### src/rtl/text_overlay_engine_pkg.sv
// Shared constants and types for the text overlay engine.
//   CHAR_W/CHAR_H : glyph cell size in pixels
//   ASCII_SPACE   : code rendered where no field covers the pixel
//   PIPE_LAT      : cycles from (x, y, syncs) in to rgb/hsync/vsync out
//   DEF_FG/DEF_BG : default glyph / background colours
package text_overlay_engine_pkg;

   localparam int          CHAR_W      = 8;
   localparam int          CHAR_H      = 16;
   localparam logic [6:0]  ASCII_SPACE = 7'h20;
   localparam int          PIPE_LAT    = 3;
   localparam logic [11:0] DEF_FG      = 12'hFFF;
   localparam logic [11:0] DEF_BG      = 12'h008;

   typedef struct packed {
      logic [9:0] x;
      logic [9:0] y;
      logic [4:0] len;
      logic       vis;
      logic       inv;
   } field_cfg_t;

   // per-pixel attributes carried alongside the ROM lookup
   typedef struct packed {
      logic [2:0] pix_bit;
      logic       hit;
      logic       inv;
      logic       von;
   } pipe_t;

   function automatic logic [4:0] clamp_len(input logic [4:0] len, input int max_len);
      if (int'(len) > max_len) return 5'(max_len);
      return len;
   endfunction

endpackage

### src/rtl/text_overlay_engine_field_hit.sv
// One text field: holds its configuration registers and decides whether
// the current pixel lies inside one of its character cells.
//   clk, reset                   : pixel clock, synchronous active-high reset
//   cfg_en, cfg_field, cfg_*     : config load strobe; loaded when cfg_field == FIELD_IDX
//   x, y                         : current pixel coordinate
//   hit                          : pixel inside a visible cell of this field
//   inv                          : field's invert flag
//   col, row, pix_bit            : cell index, glyph row, glyph column within the cell
module text_overlay_engine_field_hit
   import text_overlay_engine_pkg::*;
#(
   parameter int FIELD_IDX = 0,
   parameter int FIELD_LEN = 8
) (
   input  logic       clk,
   input  logic       reset,
   input  logic       cfg_en,
   input  logic [3:0] cfg_field,
   input  logic [9:0] cfg_x,
   input  logic [9:0] cfg_y,
   input  logic [4:0] cfg_len,
   input  logic       cfg_vis,
   input  logic       cfg_inv,
   input  logic [9:0] x,
   input  logic [9:0] y,
   output logic       hit,
   output logic       inv,
   output logic [3:0] col,
   output logic [3:0] row,
   output logic [2:0] pix_bit
);

   field_cfg_t cfg_q, cfg_d;
   logic [9:0] dx, dy;

   always_comb begin
      cfg_d = cfg_q;
      if (cfg_en && (cfg_field == 4'(FIELD_IDX))) begin
         cfg_d.x   = cfg_x;
         cfg_d.y   = cfg_y;
         cfg_d.len = clamp_len(cfg_len, FIELD_LEN);
         cfg_d.vis = cfg_vis;
         cfg_d.inv = cfg_inv;
      end
   end

   always_ff @(posedge clk) begin
      if (reset) cfg_q <= '0;
      else       cfg_q <= cfg_d;
   end

   // The explicit >= compares stop a wrapped subtraction (x < origin) from
   // landing back inside the box.
   always_comb begin
      dx      = x - cfg_q.x;
      dy      = y - cfg_q.y;
      hit     = cfg_q.vis && (x >= cfg_q.x) && (y >= cfg_q.y) &&
                (dy < 10'(CHAR_H)) && (dx < {2'b00, cfg_q.len, 3'b000});
      inv     = cfg_q.inv;
      col     = dx[6:3];
      row     = dy[3:0];
      pix_bit = dx[2:0];
   end

endmodule

### src/rtl/text_overlay_engine.sv
// VGA text overlay with NUM_FIELDS runtime-configurable text fields.
// Sits between the sync generator and the DAC; the glyph ROM is external
// with one cycle of read latency. Output is three cycles behind x/y.
//   clk, reset                     : pixel clock, synchronous active-high reset
//   cfg_en, cfg_field, cfg_x/y/len, cfg_vis, cfg_inv : field configuration
//   wr_en, wr_field, wr_idx, wr_char                  : character buffer write
//   video_on, x, y, hsync_in, vsync_in                : from the sync generator
//   rom_addr / rom_data            : {ascii, glyph_row} out, glyph row back next cycle
//   hsync, vsync, rgb              : pixel-aligned outputs to the DAC
module text_overlay_engine
   import text_overlay_engine_pkg::*;
#(
   parameter int          NUM_FIELDS = 8,
   parameter int          FIELD_LEN  = 8,
   parameter logic [11:0] FG_COLOR   = DEF_FG,
   parameter logic [11:0] BG_COLOR   = DEF_BG
) (
   input  logic        clk,
   input  logic        reset,
   input  logic        cfg_en,
   input  logic [3:0]  cfg_field,
   input  logic [9:0]  cfg_x,
   input  logic [9:0]  cfg_y,
   input  logic [4:0]  cfg_len,
   input  logic        cfg_vis,
   input  logic        cfg_inv,
   input  logic        wr_en,
   input  logic [3:0]  wr_field,
   input  logic [3:0]  wr_idx,
   input  logic [6:0]  wr_char,
   input  logic        video_on,
   input  logic [9:0]  x,
   input  logic [9:0]  y,
   input  logic        hsync_in,
   input  logic        vsync_in,
   output logic [10:0] rom_addr,
   input  logic [7:0]  rom_data,
   output logic        hsync,
   output logic        vsync,
   output logic [11:0] rgb
);

   localparam int DEPTH = NUM_FIELDS * FIELD_LEN;
   localparam int AW    = (DEPTH > 1) ? $clog2(DEPTH) : 1;
   localparam int SLOTS = 1 << AW;

   // character buffer, field-major
   logic [6:0]    buf_q [SLOTS];
   logic [6:0]    buf_d [SLOTS];
   logic          wr_ok;
   logic [AW-1:0] wr_addr;

   always_comb begin
      wr_ok   = wr_en && ({1'b0, wr_field} < 5'(NUM_FIELDS)) && ({1'b0, wr_idx} < 5'(FIELD_LEN));
      wr_addr = AW'(int'(wr_field) * FIELD_LEN + int'(wr_idx));
      buf_d   = buf_q;
      if (wr_ok) buf_d[wr_addr] = wr_char;
   end

   // per-field hit test
   logic [NUM_FIELDS-1:0] hit_v, inv_v;
   logic [3:0]            col_v [NUM_FIELDS];
   logic [3:0]            row_v [NUM_FIELDS];
   logic [2:0]            bit_v [NUM_FIELDS];

   for (genvar g = 0; g < NUM_FIELDS; g++) begin : g_field
      text_overlay_engine_field_hit #(
         .FIELD_IDX (g),
         .FIELD_LEN (FIELD_LEN)
      ) u_hit (
         .clk       (clk),
         .reset     (reset),
         .cfg_en    (cfg_en),
         .cfg_field (cfg_field),
         .cfg_x     (cfg_x),
         .cfg_y     (cfg_y),
         .cfg_len   (cfg_len),
         .cfg_vis   (cfg_vis),
         .cfg_inv   (cfg_inv),
         .x         (x),
         .y         (y),
         .hit       (hit_v[g]),
         .inv       (inv_v[g]),
         .col       (col_v[g]),
         .row       (row_v[g]),
         .pix_bit   (bit_v[g])
      );
   end

   // priority select: scan downward so the lowest hitting index is kept
   logic          sel_hit, sel_inv;
   int            sel_field;
   logic [3:0]    sel_col, sel_row;
   logic [2:0]    sel_bit;
   logic [AW-1:0] rd_addr;
   logic [6:0]    ascii;

   always_comb begin
      sel_hit   = 1'b0;
      sel_inv   = 1'b0;
      sel_field = 0;
      sel_col   = '0;
      sel_row   = '0;
      sel_bit   = '0;
      for (int f = NUM_FIELDS - 1; f >= 0; f--) begin
         if (hit_v[f]) begin
            sel_hit   = 1'b1;
            sel_inv   = inv_v[f];
            sel_field = f;
            sel_col   = col_v[f];
            sel_row   = row_v[f];
            sel_bit   = bit_v[f];
         end
      end
      rd_addr = AW'(sel_field * FIELD_LEN + int'(sel_col));
      ascii   = sel_hit ? buf_q[rd_addr] : ASCII_SPACE;
   end

   // three-stage pixel pipeline
   logic [10:0]         rom_addr_q, rom_addr_d;
   pipe_t               s0_q, s0_d, s1_q, s1_d;
   logic [11:0]         rgb_q, rgb_d;
   logic [PIPE_LAT-1:0] hs_q, hs_d, vs_q, vs_d;
   logic                pixel, glyph;

   always_comb begin
      rom_addr_d = {ascii, sel_row};
      s0_d       = '{pix_bit: sel_bit, hit: sel_hit, inv: sel_inv, von: video_on};
      s1_d       = s0_q;
      hs_d       = {hs_q[PIPE_LAT-2:0], hsync_in};
      vs_d       = {vs_q[PIPE_LAT-2:0], vsync_in};
      // rom_data now answers the address registered alongside s0, i.e. s1's pixel
      pixel      = rom_data[3'd7 - s1_q.pix_bit];
      glyph      = s1_q.hit & pixel;
      if (!s1_q.von)                        rgb_d = '0;
      else if (glyph ^ (s1_q.hit & s1_q.inv)) rgb_d = FG_COLOR;
      else                                  rgb_d = BG_COLOR;
   end

   always_ff @(posedge clk) begin
      if (reset) begin
         for (int i = 0; i < SLOTS; i++) buf_q[i] <= ASCII_SPACE;
         rom_addr_q <= '0;
         s0_q       <= '0;
         s1_q       <= '0;
         rgb_q      <= '0;
         hs_q       <= '0;
         vs_q       <= '0;
      end else begin
         buf_q      <= buf_d;
         rom_addr_q <= rom_addr_d;
         s0_q       <= s0_d;
         s1_q       <= s1_d;
         rgb_q      <= rgb_d;
         hs_q       <= hs_d;
         vs_q       <= vs_d;
      end
   end

   assign rom_addr = rom_addr_q;
   assign rgb      = rgb_q;
   assign hsync    = hs_q[PIPE_LAT-1];
   assign vsync    = vs_q[PIPE_LAT-1];

endmodule
### config.mk
export PLATFORM = sky130hd
export DESIGN_NAME = text_overlay_engine
export DESIGN_NICKNAME = d
export VERILOG_FILES = /design/src/rtl/text_overlay_engine_pkg.sv /design/src/rtl/text_overlay_engine_field_hit.sv /design/src/rtl/text_overlay_engine.sv
export SDC_FILE = /design/constraint.sdc
export NUM_CORES = 2
export LEC_CHECK = 0
export BUFFER_PORTS_ARGS = -buffer_cell sky130_fd_sc_hd__clkbuf_2
export CELL_PAD_IN_SITES_DETAIL_PLACEMENT = 1
export CELL_PAD_IN_SITES_GLOBAL_PLACEMENT = 2
export CORE_ASPECT_RATIO = 1.5
export CORE_MARGIN = 1.5
export CORE_UTILIZATION = 43
export CTS_BUF_LIST = sky130_fd_sc_hd__clkbuf_8
export CTS_CLUSTER_SIZE = 8
export DETAILED_ROUTE_END_ITERATION = 10
export PLACE_DENSITY = 0.86
export SLEW_MARGIN = 25
export SYNTH_ARGS = -nofsm -noshare
export SYNTH_HDL_FRONTEND = slang
export SYNTH_SLANG_ARGS = --single-unit
### constraint.sdc
create_clock -name clk -period 14.6 [get_ports clk]
set_clock_uncertainty 0.2 [all_clocks]
set_input_delay 2.92 -clock clk [delete_from_list [all_inputs] [get_ports clk]]
set_output_delay 2.92 -clock clk [all_outputs]
set_load 0.03 [all_outputs]
# Yosys cells after proc, flatten, opt, wreduce, memory -nomap -nowiden
# Index checks and enable logic that the tools add are counted.
dict set report word_totals {
  input_bits 81
  word_cells 311
  reg_bits 705
}
dict set report op_classes {
  order_cmp 39
  bitwise_logic 7
  muxes 76
  n_eq_ne 7
  n_reduce_logical 46
  add_sub_neg 19
}
# cell n
set op_table {}
lappend op_table {{$bwmux W448} 1}
lappend op_table {{$ge A10 B10 Y1} 16}
lappend op_table {{$sub A10 B10 Y10} 16}
lappend op_table {{$lt A10 B5 Y1 const B} 8}
lappend op_table {{$lt A10 B8 Y1} 8}
lappend op_table {{$mux W4} 16}
lappend op_table {{$mux W3} 16}
lappend op_table {{$mux W5} 9}
lappend op_table {{$logic_and A1 B1 Y1} 43}
lappend op_table {{$bmux W7 S6} 1}
lappend op_table {{$demux W7 S6} 1}
lappend op_table {{$mux W1} 26}
lappend op_table {{$mux W7} 3}
lappend op_table {{$eq A4 B3 Y1 const B} 4}
lappend op_table {{$ge A7 B7 Y1 const B} 2}
lappend op_table {{$not A6 Y7} 2}
lappend op_table {{$mux W12} 1}
lappend op_table {{$eq A4 B2 Y1 const B} 2}
lappend op_table {{$lt A4 B4 Y1 const B} 2}
lappend op_table {{$lt A7 B1 Y1 const B} 1}
lappend op_table {{$add A6 B4 Y6} 1}
lappend op_table {{$add A6 B5 Y6} 1}
lappend op_table {{$mux W6} 1}
lappend op_table {{$gt A5 B4 Y1 const B} 1}
lappend op_table {{9 further kinds} 12}

# Depth between registers and ports, before layout
dict set report depth {
  ltp_word 19
  ltp_mapped 33
  depth_no_buf 31
}

# Modules after synthesis
# A second synthesis with hierarchy kept.
dict set report hier_totals {
  cells_unflattened 4818
  hier_area_um2 38963.6
}
# mod cells_per_inst area_each_um2 n_inst seq_area_each_um2
set modules_own_cells {}
lappend modules_own_cells {text_overlay_engine 2624 22559.1 1 9589.2}
lappend modules_own_cells {{text_overlay_engine_field_hit at g_field[5].u_hit ...} 275 2057.0 2 540.5}
lappend modules_own_cells {{text_overlay_engine_field_hit at g_field[1].u_hit ...} 274 2050.7 2 540.5}
lappend modules_own_cells {{text_overlay_engine_field_hit at g_field[7].u_hit} 275 2059.5 1 540.5}
lappend modules_own_cells {{text_overlay_engine_field_hit at g_field[4].u_hit} 275 2054.5 1 540.5}
lappend modules_own_cells {{text_overlay_engine_field_hit at g_field[0].u_hit} 274 2048.2 1 540.5}
lappend modules_own_cells {{text_overlay_engine_field_hit at g_field[3].u_hit} 272 2026.9 1 540.5}

# Least setup slack after synthesis
# OpenSTA, ideal clock, no wires.
dict set report synth_timing {
  path_type {input to register}
  from {input port x[0]}
  to {register rom_addr_q[7], in the netlist rom_addr[7]}
  cell_stages 33
  setup_ps 117
  path_buffers 3
  arrival_ps 8549
  slack_ps 5735
  path_cell_list {inv_1 ha_1 fa_1 nand2b_1 a21oi_1 a21o_1 a21oi_1 xnor2_1 ha_1 nand4_1 nor3_1 a2111oi_0 nand3_1 nor3_2 clkbuf_1 nand2_1 a21oi_1 a21oi_1 o21ai_0 mux2i_1 o21ai_0 mux2i_1 a21oi_1 ha_1 ha_1 clkbuf_1 nand2_1 nor3_1 clkbuf_1 a22oi_1 o211ai_1 nor2_1 a22o_1}
}
dict set report synth_via {
  elab_chain_len 18
  word_cells_on_any_way 87
  cone_classes {9 x add/sub; 16 x order compare; 27 x mux; 2 x bitwise; 33 x reduce/logical}
}
# item line
set synth_rtl {}
lappend synth_rtl {{from (decl)} text_overlay_engine.sv:32} ;# input logic [9:0] x,
lappend synth_rtl {{branches (longest 18 deep; another with $sub A10 B10 Y10)} -}
lappend synth_rtl {{to (signal assigned)} text_overlay_engine.sv:151} ;# rom_addr_q <= rom_addr_d;
lappend synth_rtl {{to (decl)} text_overlay_engine.sv:120} ;# logic [10:0] rom_addr_q, rom_addr_d;
# Parallel ways; which one is timed is not known. The select of a mux whose other input is x is not followed.
# A chain may end at the register's enable or synchronous reset.

# Worst setup path after layout
dict set report layout_timing {
  from {input port x[1]}
  to {register rom_addr_q[4], in the netlist rom_addr[4]}
}
# The elaborated chain is that of the path after synthesis.

==> impl_metrics.tcl <==
set metrics [dict create \
    via_count 35238 \
    grt_pass1_vias 35864 \
    final_area_um2 42000 \
    synth_async_sr_flop_share 0 \
    setup_violations 0 \
    synth_xor_area_frac 0.0172 \
    dp_hpwl_mm 104 \
    slowest_stage "and2_0" \
    synth-seq-cells 695 \
    fin_nets 5073 \
    antenna_left 0 \
    path_class "in -> reg" \
    syn_nets 5128 \
    netlist_area_um2 38600 \
    power.density_nw_per_um2 97.0 \
    clkTransAtPathRegs_ns 0.07 \
    firstDrtPassIters 10 \
    ctsHoldBuffers 0 \
    grt_max_degree 141 \
    cts_buffers 113 \
    cts_buffer_depth 3 \
    synth_top_area_frac 0.360 \
    h-tree-depth 3 \
    violations "DRC" \
    cap_violations 0 \
    critical_path_buf_inv_count 2 \
    dieArea_um2 91700 \
    relSlewSlack 0.283 \
    rsz0062_at_grt "false" \
    synth.area.top_cells "dfxtp_1 36%, mux2i_1 11%, nand2_1 7.6%" \
    cts_tree "yes" \
    cts.repair_timing.setup_buffer_count 0 \
    yosysTopAreaCell "dfxtp_1" \
    ios 106 \
    critical_path_required_ns 15.11 \
    synth_most_common_cell "nand2_1" \
    drc 28 \
    routabilityCongestion 0.921 \
    drt_iter0_markers 1872 \
    yosys.area_share.adder 0.0718 \
    ctsResizeCount 0 \
    synthToLayoutAreaGrowth_pct 8.71 \
    layout_setup_ws_ns 3.92 \
    max_freq_ghz 0.0937 \
    tns_ns 0 \
    seq_area_frac_synth 0.360 \
    start_util 0.434 \
    vias_per_cell 5.86 \
    ys_warn_count 0 \
    core_area_um2 89000 \
    syn_area_per_cell_um2 7.99 \
    muxShareOfSynthArea 0.113 \
    grt_pass1_wl_mm 222 \
    clock_latency_ns 0.83 \
    synth_top_family_by_area "simple AND/OR/NAND/NOR gates" \
    crit_family "simple AND/OR/NAND/NOR gates" \
    layout-drive-gt1-share 0.0797 \
    synth_enable_flop_cells 0 \
    drv_slew 0 \
    clock_sinks 695 \
    post_dp_cell_area_um2 39800 \
    arrival_ns 11.19 \
    root_buffer "clkbuf_8" \
    synth_flop_cell "dfxtp_1" \
    synthCells 4835 \
    slowest_delay_ns 0.85 \
    fin_crit_ns 10.68 \
    power_leakage_nw 16.2 \
    die_x_um 248 \
    pre_cts_ws_ns 3.18 \
    crit_path_max_fanout 14 \
    die_height_um 370 \
    synth_cell_type_count 89 \
    port_buffers 105 \
    wl_per_cell_um 24.6 \
    netlist_top_cells_count "780 x nand2_1, 695 x dfxtp_1, 520 x a21oi_1" \
    cp_common_cell "a21oi_1" \
    finalWirelength_mm 148 \
    critPathLaunchType "input port" \
    cp-end-kind "register" \
    tightest_slew_ns 1.07 \
    finalHoldViolCount 0 \
    yosys.area_share.simple 0.219 \
    synth_compound_area_frac 0.160 \
    timing.final.crit_share 0.731 \
    antenna_found_initial 4 \
    grtUsageTotal 0.320 \
    num_rows 134 \
    status "finished with violations" \
    hold_class "reg -> reg" \
    overflow 0 \
    ir_worst_vdd_mv 0.0893 \
]
area by class of cell:
type	instances	area (um2)
Antenna cell	6	15.0
Clock buffer	140	1930
Clock inverter	50	248
Fill cell	10905	47000
Inverter	234	878
Multi-Input combinational cell	3577	22600
Sequential cell	695	13900
Tap cell	1156	1450
Timing Repair Buffer	159	973
cells by family after synthesis:
logic type | Yosys count
AOI/OAI and AO/OA | 1003
xor gates and xnor gates | 76
adders and majority gates | 212
buffers and inverters | 563
DFF | 695
muxes | 427
and+or+nand+nor | 1859
final timing paths:
kind / slack, ns / from / cells past startpoint / to
max: 3.92 / x[1] / 29 / rom_addr[4]
min: 0.24 / hs_q[0] / 1 / hs_q[1]
max reg2reg: 6.28 / g_field[7].u_hit.cfg_q[21] / 30 / rom_addr[4]
min reg2reg: 0.24 / hs_q[0] / 1 / hs_q[1]
cells in the final DEF (no fill, tap or decap), types with 25 or more instances in the layout:
cell type  count
o21ai_0       99
inv_1        270
nand3b_1      47
nor2b_1       71
a21o_1        27
nand2_1      780
nor2_1       368
clkbuf_2      99
nand2b_1      42
nor3_1        60
nand3_1      308
o211ai_1      35
a31oi_1       25
o21a_1        28
mux2i_1      408
a21oi_1      519
xor2_1        28
a22oi_1       33
buf_4         50
a211o_1       40
clkbuf_8     140
dfxtp_1      695
xnor2_1       47
ha_1         196
a211oi_1      44
metrics by stage:
| step | utilization | hold slack, ns | std cells | total power [W] |
|---|---|---|---|---|
| after detailed placement | 0.447 | 0.230 | 5821 | 0.00240 |
| after global routing | 0.472 | 0.252 | 6013 | 0.00422 |
| final | 0.472 | 0.242 | 6017 | 0.00407 |
| after floorplan | - | 0.214 | 4835 | 0.00225 |
| after global placement | 0.447 | 0.216 | 5821 | 0.00240 |
| after CTS | 0.471 | 0.245 | 6011 | 0.00411 |
registers in the layout, indices dropped and copies added (netlist names):
signal / flops
s1_q: 6
g_field.u_hit.cfg_q: 208
rom_addr: 11
s0_q: 6
g_field.u_hit.inv: 8
rgb: 2
buf_q: 448
vs_q: 3
hs_q: 3
layer usage:
metal | wire length, um | GRT usage | vias up
li1 | - | - | 16692
met2 | 76300 | 0.587 | 800
met3 | 5540 | 0.0359 | 415
met1 | 55200 | 0.341 | 17327
met5 | 26 | 0 | -
met4 | 10700 | 0.214 | 4
where the power goes:
part / internal, W / switching [W] / total, W
combinational: 0.000139 / 0.000316 / 0.000456
clock: 0.000857 / 0.000850 / 0.00171
sequential: 0.00191 / 0.00000542 / 0.00191
No activity file was read; power rests on OpenSTA's default activity.
